### config.mk
export PLATFORM = sky130hd
export DESIGN_NAME = stacker_sequencer
export DESIGN_NICKNAME = d
export VERILOG_FILES = /design/src/rtl/stacker_pkg.sv /design/src/rtl/stacker_sequencer_btn_debounce.sv /design/src/rtl/stacker_sequencer.sv
export SDC_FILE = /design/constraint.sdc
export NUM_CORES = 1
export LEC_CHECK = 0
export BUFFER_PORTS_ARGS = -buffer_cell sky130_fd_sc_hd__buf_2
export CAP_MARGIN = 20
export CORE_ASPECT_RATIO = 1.2
export CORE_UTILIZATION = 53
export DETAILED_ROUTE_END_ITERATION = 12
export PLACE_DENSITY = 0.73
export SYNTH_ARGS = -nofsm -noshare
export SYNTH_HDL_FRONTEND = slang
export SYNTH_SLANG_ARGS = --single-unit
### constraint.sdc
create_clock -name clk -period 6.3 [get_ports clk]
set_clock_uncertainty 0.05 [all_clocks]
set_input_delay 1.575 -clock clk [delete_from_list [all_inputs] [get_ports clk]]
set_output_delay 1.575 -clock clk [all_outputs]
set_load 0.005 [all_outputs]
### src/rtl/stacker_pkg.sv
// stacker_pkg: shared types and default constants for the stacker sequencer.
//   state_t        - sequencer FSM states (IDLE, RUN, SETTLE, OVER)
//   DB_CYCLES      - default debounce hold time, in clk cycles
//   BASE_DIV       - default move-tick period at height 0
//   DIV_STEP       - default period reduction per stack level
//   MIN_DIV        - default floor on the move-tick period
//   SETTLE_CYCLES  - cycles the datapath needs after a placement (UPDATE/CHECK)
package stacker_pkg;

  localparam int unsigned DB_CYCLES     = 500000;
  localparam int unsigned BASE_DIV      = 2000000;
  localparam int unsigned DIV_STEP      = 150000;
  localparam int unsigned MIN_DIV       = 400000;
  localparam int unsigned SETTLE_CYCLES = 2;

  typedef enum logic [1:0] {
    IDLE   = 2'd0,
    RUN    = 2'd1,
    SETTLE = 2'd2,
    OVER   = 2'd3
  } state_t;

endpackage

### src/rtl/stacker_sequencer_btn_debounce.sv
// btn_debounce: synchronizes a raw button level, accepts a new level only after
// it has been stable for DB_CYCLES consecutive cycles, and emits a one-cycle
// pulse on every accepted 0->1 transition.
//   clk   - clock
//   rst   - asynchronous active-high reset
//   in    - raw button level, asynchronous to clk
//   pulse - one-cycle pulse per accepted press
module btn_debounce #(
  parameter int unsigned DB_CYCLES = stacker_pkg::DB_CYCLES
) (
  input  logic clk,
  input  logic rst,
  input  logic in,
  output logic pulse
);

  logic [1:0]  sync_reg;
  logic        level_reg;
  logic        pulse_reg;
  logic [31:0] cnt_reg;

  always_ff @(posedge clk or posedge rst) begin
    if (rst) begin
      sync_reg  <= 2'b00;
      level_reg <= 1'b0;
      pulse_reg <= 1'b0;
      cnt_reg   <= '0;
    end else begin
      sync_reg  <= {sync_reg[0], in};
      pulse_reg <= 1'b0;
      if (sync_reg[1] == level_reg) begin
        // Level agrees with the accepted one: any partial count is abandoned.
        cnt_reg <= '0;
      end else if (cnt_reg == DB_CYCLES - 32'd1) begin
        // This is the DB_CYCLES-th consecutive cycle at the new level.
        level_reg <= sync_reg[1];
        pulse_reg <= sync_reg[1];
        cnt_reg   <= '0;
      end else begin
        cnt_reg <= cnt_reg + 32'd1;
      end
    end
  end

  assign pulse = pulse_reg;

endmodule

### src/rtl/stacker_sequencer.sv
// stacker_sequencer: game sequencer for the block stacker. Debounces the centre
// button, runs the IDLE/RUN/SETTLE/OVER state machine and produces the move-tick
// that advances the moving block, with a period that shrinks as the stack grows.
//   clk       - clock
//   rst       - asynchronous active-high reset
//   btn_raw   - raw centre-button level
//   height    - current stack height (0..10) from the datapath
//   game_over - level-high when the datapath has ended the game
//   move_tick - one-cycle pulse advancing the moving block (RUN only)
//   place     - one-cycle pulse per debounced press (every state)
//   running   - high while in RUN
//   cur_div   - move-tick period currently in force
// Build option: define STACKER_SPEEDUP_EN to make the period depend on height;
// otherwise the period is fixed at BASE_DIV.
module stacker_sequencer #(
  parameter int unsigned DB_CYCLES = stacker_pkg::DB_CYCLES,
  parameter int unsigned BASE_DIV  = stacker_pkg::BASE_DIV,
  parameter int unsigned DIV_STEP  = stacker_pkg::DIV_STEP,
  parameter int unsigned MIN_DIV   = stacker_pkg::MIN_DIV
) (
  input  logic        clk,
  input  logic        rst,
  input  logic        btn_raw,
  input  logic [4:0]  height,
  input  logic        game_over,
  output logic        move_tick,
  output logic        place,
  output logic        running,
  output logic [31:0] cur_div
);

  import stacker_pkg::*;

  state_t      state_reg, state_next;
  logic [31:0] div_cnt_reg;
  logic [31:0] cur_div_reg;
  logic [31:0] target_div;

  btn_debounce #(
    .DB_CYCLES(DB_CYCLES)
  ) u_debounce (
    .clk  (clk),
    .rst  (rst),
    .in   (btn_raw),
    .pulse(place)
  );

`ifdef STACKER_SPEEDUP_EN
  logic [31:0] step_prod;

  // Saturate at MIN_DIV without ever letting the subtraction wrap.
  always_comb begin
    step_prod = 32'(height) * DIV_STEP;
    if (step_prod >= BASE_DIV) begin
      target_div = MIN_DIV;
    end else if ((BASE_DIV - step_prod) < MIN_DIV) begin
      target_div = MIN_DIV;
    end else begin
      target_div = BASE_DIV - step_prod;
    end
  end
`else
  logic [31:0] unused_cfg;

  assign target_div = BASE_DIV;
  assign unused_cfg = DIV_STEP ^ MIN_DIV ^ {27'd0, height};
`endif

  // State register.
  always_ff @(posedge clk or posedge rst) begin
    if (rst) begin
      state_reg <= IDLE;
    end else begin
      state_reg <= state_next;
    end
  end

  // Next-state logic. In RUN, game_over takes priority over a simultaneous press.
  always_comb begin
    state_next = state_reg;
    case (state_reg)
      IDLE:    if (place) state_next = RUN;
      RUN: begin
        if (game_over)  state_next = OVER;
        else if (place) state_next = SETTLE;
      end
      SETTLE: begin
        if (div_cnt_reg == SETTLE_CYCLES - 32'd1) begin
          state_next = game_over ? OVER : RUN;
        end
      end
      OVER:    if (place) state_next = IDLE;
      default: state_next = IDLE;
    endcase
  end

  // Outputs.
  always_comb begin
    running   = (state_reg == RUN);
    move_tick = (state_reg == RUN) && (div_cnt_reg == cur_div_reg - 32'd1);
    cur_div   = cur_div_reg;
  end

  // Shared counter: the move divider in RUN, the settle timer in SETTLE.
  // The period is only re-sampled at a wrap or on entry to RUN, so a height
  // change never cuts short a period that is already running.
  always_ff @(posedge clk or posedge rst) begin
    if (rst) begin
      div_cnt_reg <= '0;
      cur_div_reg <= BASE_DIV;
    end else if (state_next != state_reg) begin
      div_cnt_reg <= '0;
      if (state_next == RUN) begin
        cur_div_reg <= target_div;
      end
    end else if (state_reg == RUN) begin
      if (move_tick) begin
        div_cnt_reg <= '0;
        cur_div_reg <= target_div;
      end else begin
        div_cnt_reg <= div_cnt_reg + 32'd1;
      end
    end else if (state_reg == SETTLE) begin
      div_cnt_reg <= div_cnt_reg + 32'd1;
    end else begin
      div_cnt_reg <= '0;
    end
  end

endmodule

==> summary.md <==
| Metric | Value |
|---|---|
| Status | `completed` |
| GRT overflow | `0` |
| Worst relative slew slack | `32.9%` |
| Final instance area | `3980 um^2` |
| Largest net degree at the start of global routing | `71` |
| Dpl cell area | `3770 um^2` |
| Synth Area per Inst | `9.35 um^2` |
| Setup bufs post-CTS | `0` |
| Post-Layout Cell Count | `between 500 and 600` |
| DIE AREA | `7540 um^2` |
| WP buf/inv | `1` |
| CTS Hold Bufs | `0` |
| CP Cell Sequence | `ha_1 > nand3_2 > nor4_4 > or3b_1 > nor3_1 > buf_2` |
| Vias per Instance | `5.34` |
| CTS tree | `yes` |
| RSZ-0062 raised after global routing | `no` |
| DRC viols | `0` |
| Ys flop type | `dfrtp_1` |
| Leak pwr | `1.63 nW` |
| Placed cell count | `around 490` |
| Final ANT Viol Nets | `0` |
| Worst endpoint required time | `4680 ps` |
| Initial Util | `55.3%` |
| Die height | `94.9 um` |
| Top-count cell post-synth | `nor2_1` |
| Max VDD drop | `0.158 mV` |
| Seq. cell area | `1750 um^2` |
| Fin crit share | `63.1%` |
| Sink Count | `70` |
| Tmin final | `between 3000 and 4000 ps` |
| Core Area | `a little under 7000 um^2` |
| Fmax | `around 250 MHz` |
| Worst-path maximum fanout | `5` |
| Area Growth Syn to Fin | `4.26%` |
| Hold WC Path Type | `flop to flop` |
| Initial antenna violation count | `0` |
| Synth unique cells | `34` |
| Row count | `33` |
| EDFF count, synth | `0` |
| Clock transition at path regs | `around 80 ps` |
| CTS resizes | `0` |
| Max-cap violations | `0` |
| Layout cells sized above 1 | `roughly 7.4%` |
| Dpl ws | `2710 ps` |
| Final nets | `425` |
| Post-Syn Instances | `408` |
| Port bufs | `6` |
| Area taken by multi-input logic gates | `~1800 um^2` |
| Clock latency on the worst-skew pair | `350 ps` |
| Yosys top cell area share | `45.9%` |
| # diodes | `0` |
| Slew Limit Fails | `0` |
| Drt wl/cell | `roughly 13 um` |
| Leading area contributor after synthesis | `dfrtp_1` |
| YS warnings | `0` |
| Vias in the first global route | `2616` |
| Filler instances | `611` |
| Final-report hold violation count | `0` |
| Final Wtd Congestion | `0.821` |
| Slowest-stage cell, CP | `nor4_4` |
| Final WL | `6750 um` |
| Via count | `2695` |
| Clock buffer count from CTS | `9` |
| Worst Path Arrival | `2350 ps` |
| Startpoint types | `flop` |
| Commonest cells in the netlist | `78 x nor2_1, 70 x dfrtp_1, 32 x buf_4` |
| CP Capture Type | `output pin` |
| Synth Cell Area | `3810 um^2` |
| Worst path max stage delay | `450 ps` |
| IO Pins | `44` |
| DP HPWL | `4490 um` |
| Die X | `about 79 um` |
| Register bit total from synthesis | `70` |
| Least-Margin Pin Slew | `999 ps` |
| Post-layout worst setup margin | `between 2000 and 2500 ps` |
| Top delay family on crit path | `simple AND/OR/NAND/NOR gates` |
| Crit Path Class | `flop to output pin` |
| PwrDens | `217 nW/um^2` |
| Synth area leaders | `dfrtp_1 46%, nor2_1 7.7%, xnor2_1 7.1%, xor2_1 6.4%, buf_4 6.3%` |
| Post-synthesis sequential area ratio | `45.9%` |
| GRT Util Overall | `20.3%` |
| CTS Buffer Depth | `2` |
| Setup TNS | `0 ps` |
| First-pass GRT wire length | `11700 um` |
| Root buf cell | `clkbuf_8` |
| Share of flip-flops with an asynchronous set or reset | `100%` |
| Final setup viols | `0` |
| Initial DRC count | `181` |
| H-Tree Depth | `3` |
| Drt pass-1 iters | `4` |
## cell usage in the layout, fill, tap and decap left out, types with 5 or more instances in the layout
cell type / Yosys / final
nor2_1: 78 / 78
dfrtp_1: 70 / 70
conb_1: 2 / 32
xnor2_1: 31 / 31
nand3_1: 28 / 28
xor2_1: 28 / 28
nand4_1: 20 / 20
nor3_1: 19 / 19
nor4_1: 18 / 18
nand2_1: 18 / 18
inv_1: 13 / 12
clkbuf_8: 0 / 10
and4_1: 6 / 6
buf_2: 0 / 6
and3_1: 5 / 5
## per-stage QoR
step / hold WS (ps) / power [mW] / utilization (%)
3_3_place_gp: 296 / 0.494 / 54.7
4_1_cts: 311 / 0.873 / 57.7
5_1_grt: 326 / 0.903 / 57.7
2_1_floorplan: 281 / 0.504 / -
3_5_place_dp: 295 / 0.495 / 54.7
6_report: 308 / 0.863 / 57.7
## report_power, final
group / total (mW) / switching (mW) / internal [mW]
Sequential: 0.456 / 0.00393 / 0.452
Clock: 0.378 / 0.183 / 0.195
Combinational: 0.0292 / 0.0233 / 0.00597
## cell type report
type | count | share of cell area, %
multi-input combinational | 312 | 45.8
tap | 87 | 2.74
timing repair buffer | 7 | 0.944
clock buffer | 10 | 3.46
sequential | 70 | 44.0
inverter | 13 | 1.23
clock inverter | 6 | 1.76
## worst reg2reg max path: cells and delay by family, from the launching register on
| family | cells | cell delay (ps) |
|---|---|---|
| AOI/OAI and AO/OA | 1 | 750 |
| adders and majority gates | 1 | 220 |
| DFF | 1 | 420 |
| and+or+nand+nor | 4 | 1200 |
## cells by family after synthesis
logic type / after synthesis / share of synthesized area [%]
flops: 70 / 45.9
mux: 3 / 0.853
xor+xnor: 59 / 13.5
compound gates: 6 / 1.51
buf+inv: 56 / 9.25
other cells: 2 / 0.197
fa+ha+maj: 3 / 0.984
simple gates: 209 / 27.7
## final timing paths
check / start / to / slack (ps) / cells after the start
max in group asynchronous: rst / u_debounce.level_reg$_DFFE_PP0P_ / 4210 / 3
setup / recovery: div_cnt_reg[0]$_DFF_PP0_ / move_tick / 2320 / 6
hold / removal: u_debounce.sync_reg[0]$_DFF_PP0_ / u_debounce.sync_reg[1]$_DFF_PP0_ / 310 / 0
hold reg to reg: u_debounce.sync_reg[0]$_DFF_PP0_ / u_debounce.sync_reg[1]$_DFF_PP0_ / 310 / 0
min in group asynchronous: rst / div_cnt_reg[11]$_DFF_PP0_ / 1400 / 3
setup reg to reg: div_cnt_reg[0]$_DFF_PP0_ / div_cnt_reg[12]$_DFF_PP0_ / 3500 / 6
## per-layer routing
metal / track usage (%) / wire, um / part of all wire, %
met1: 24.6 / 3020 / 45
met2: 34.0 / 3430 / 51
met3: 4.64 / 201 / 3.0
met4: 9.70 / 105 / 1.6
met5: 0 / 0 / 0
(Power assumes the default switching activity.)
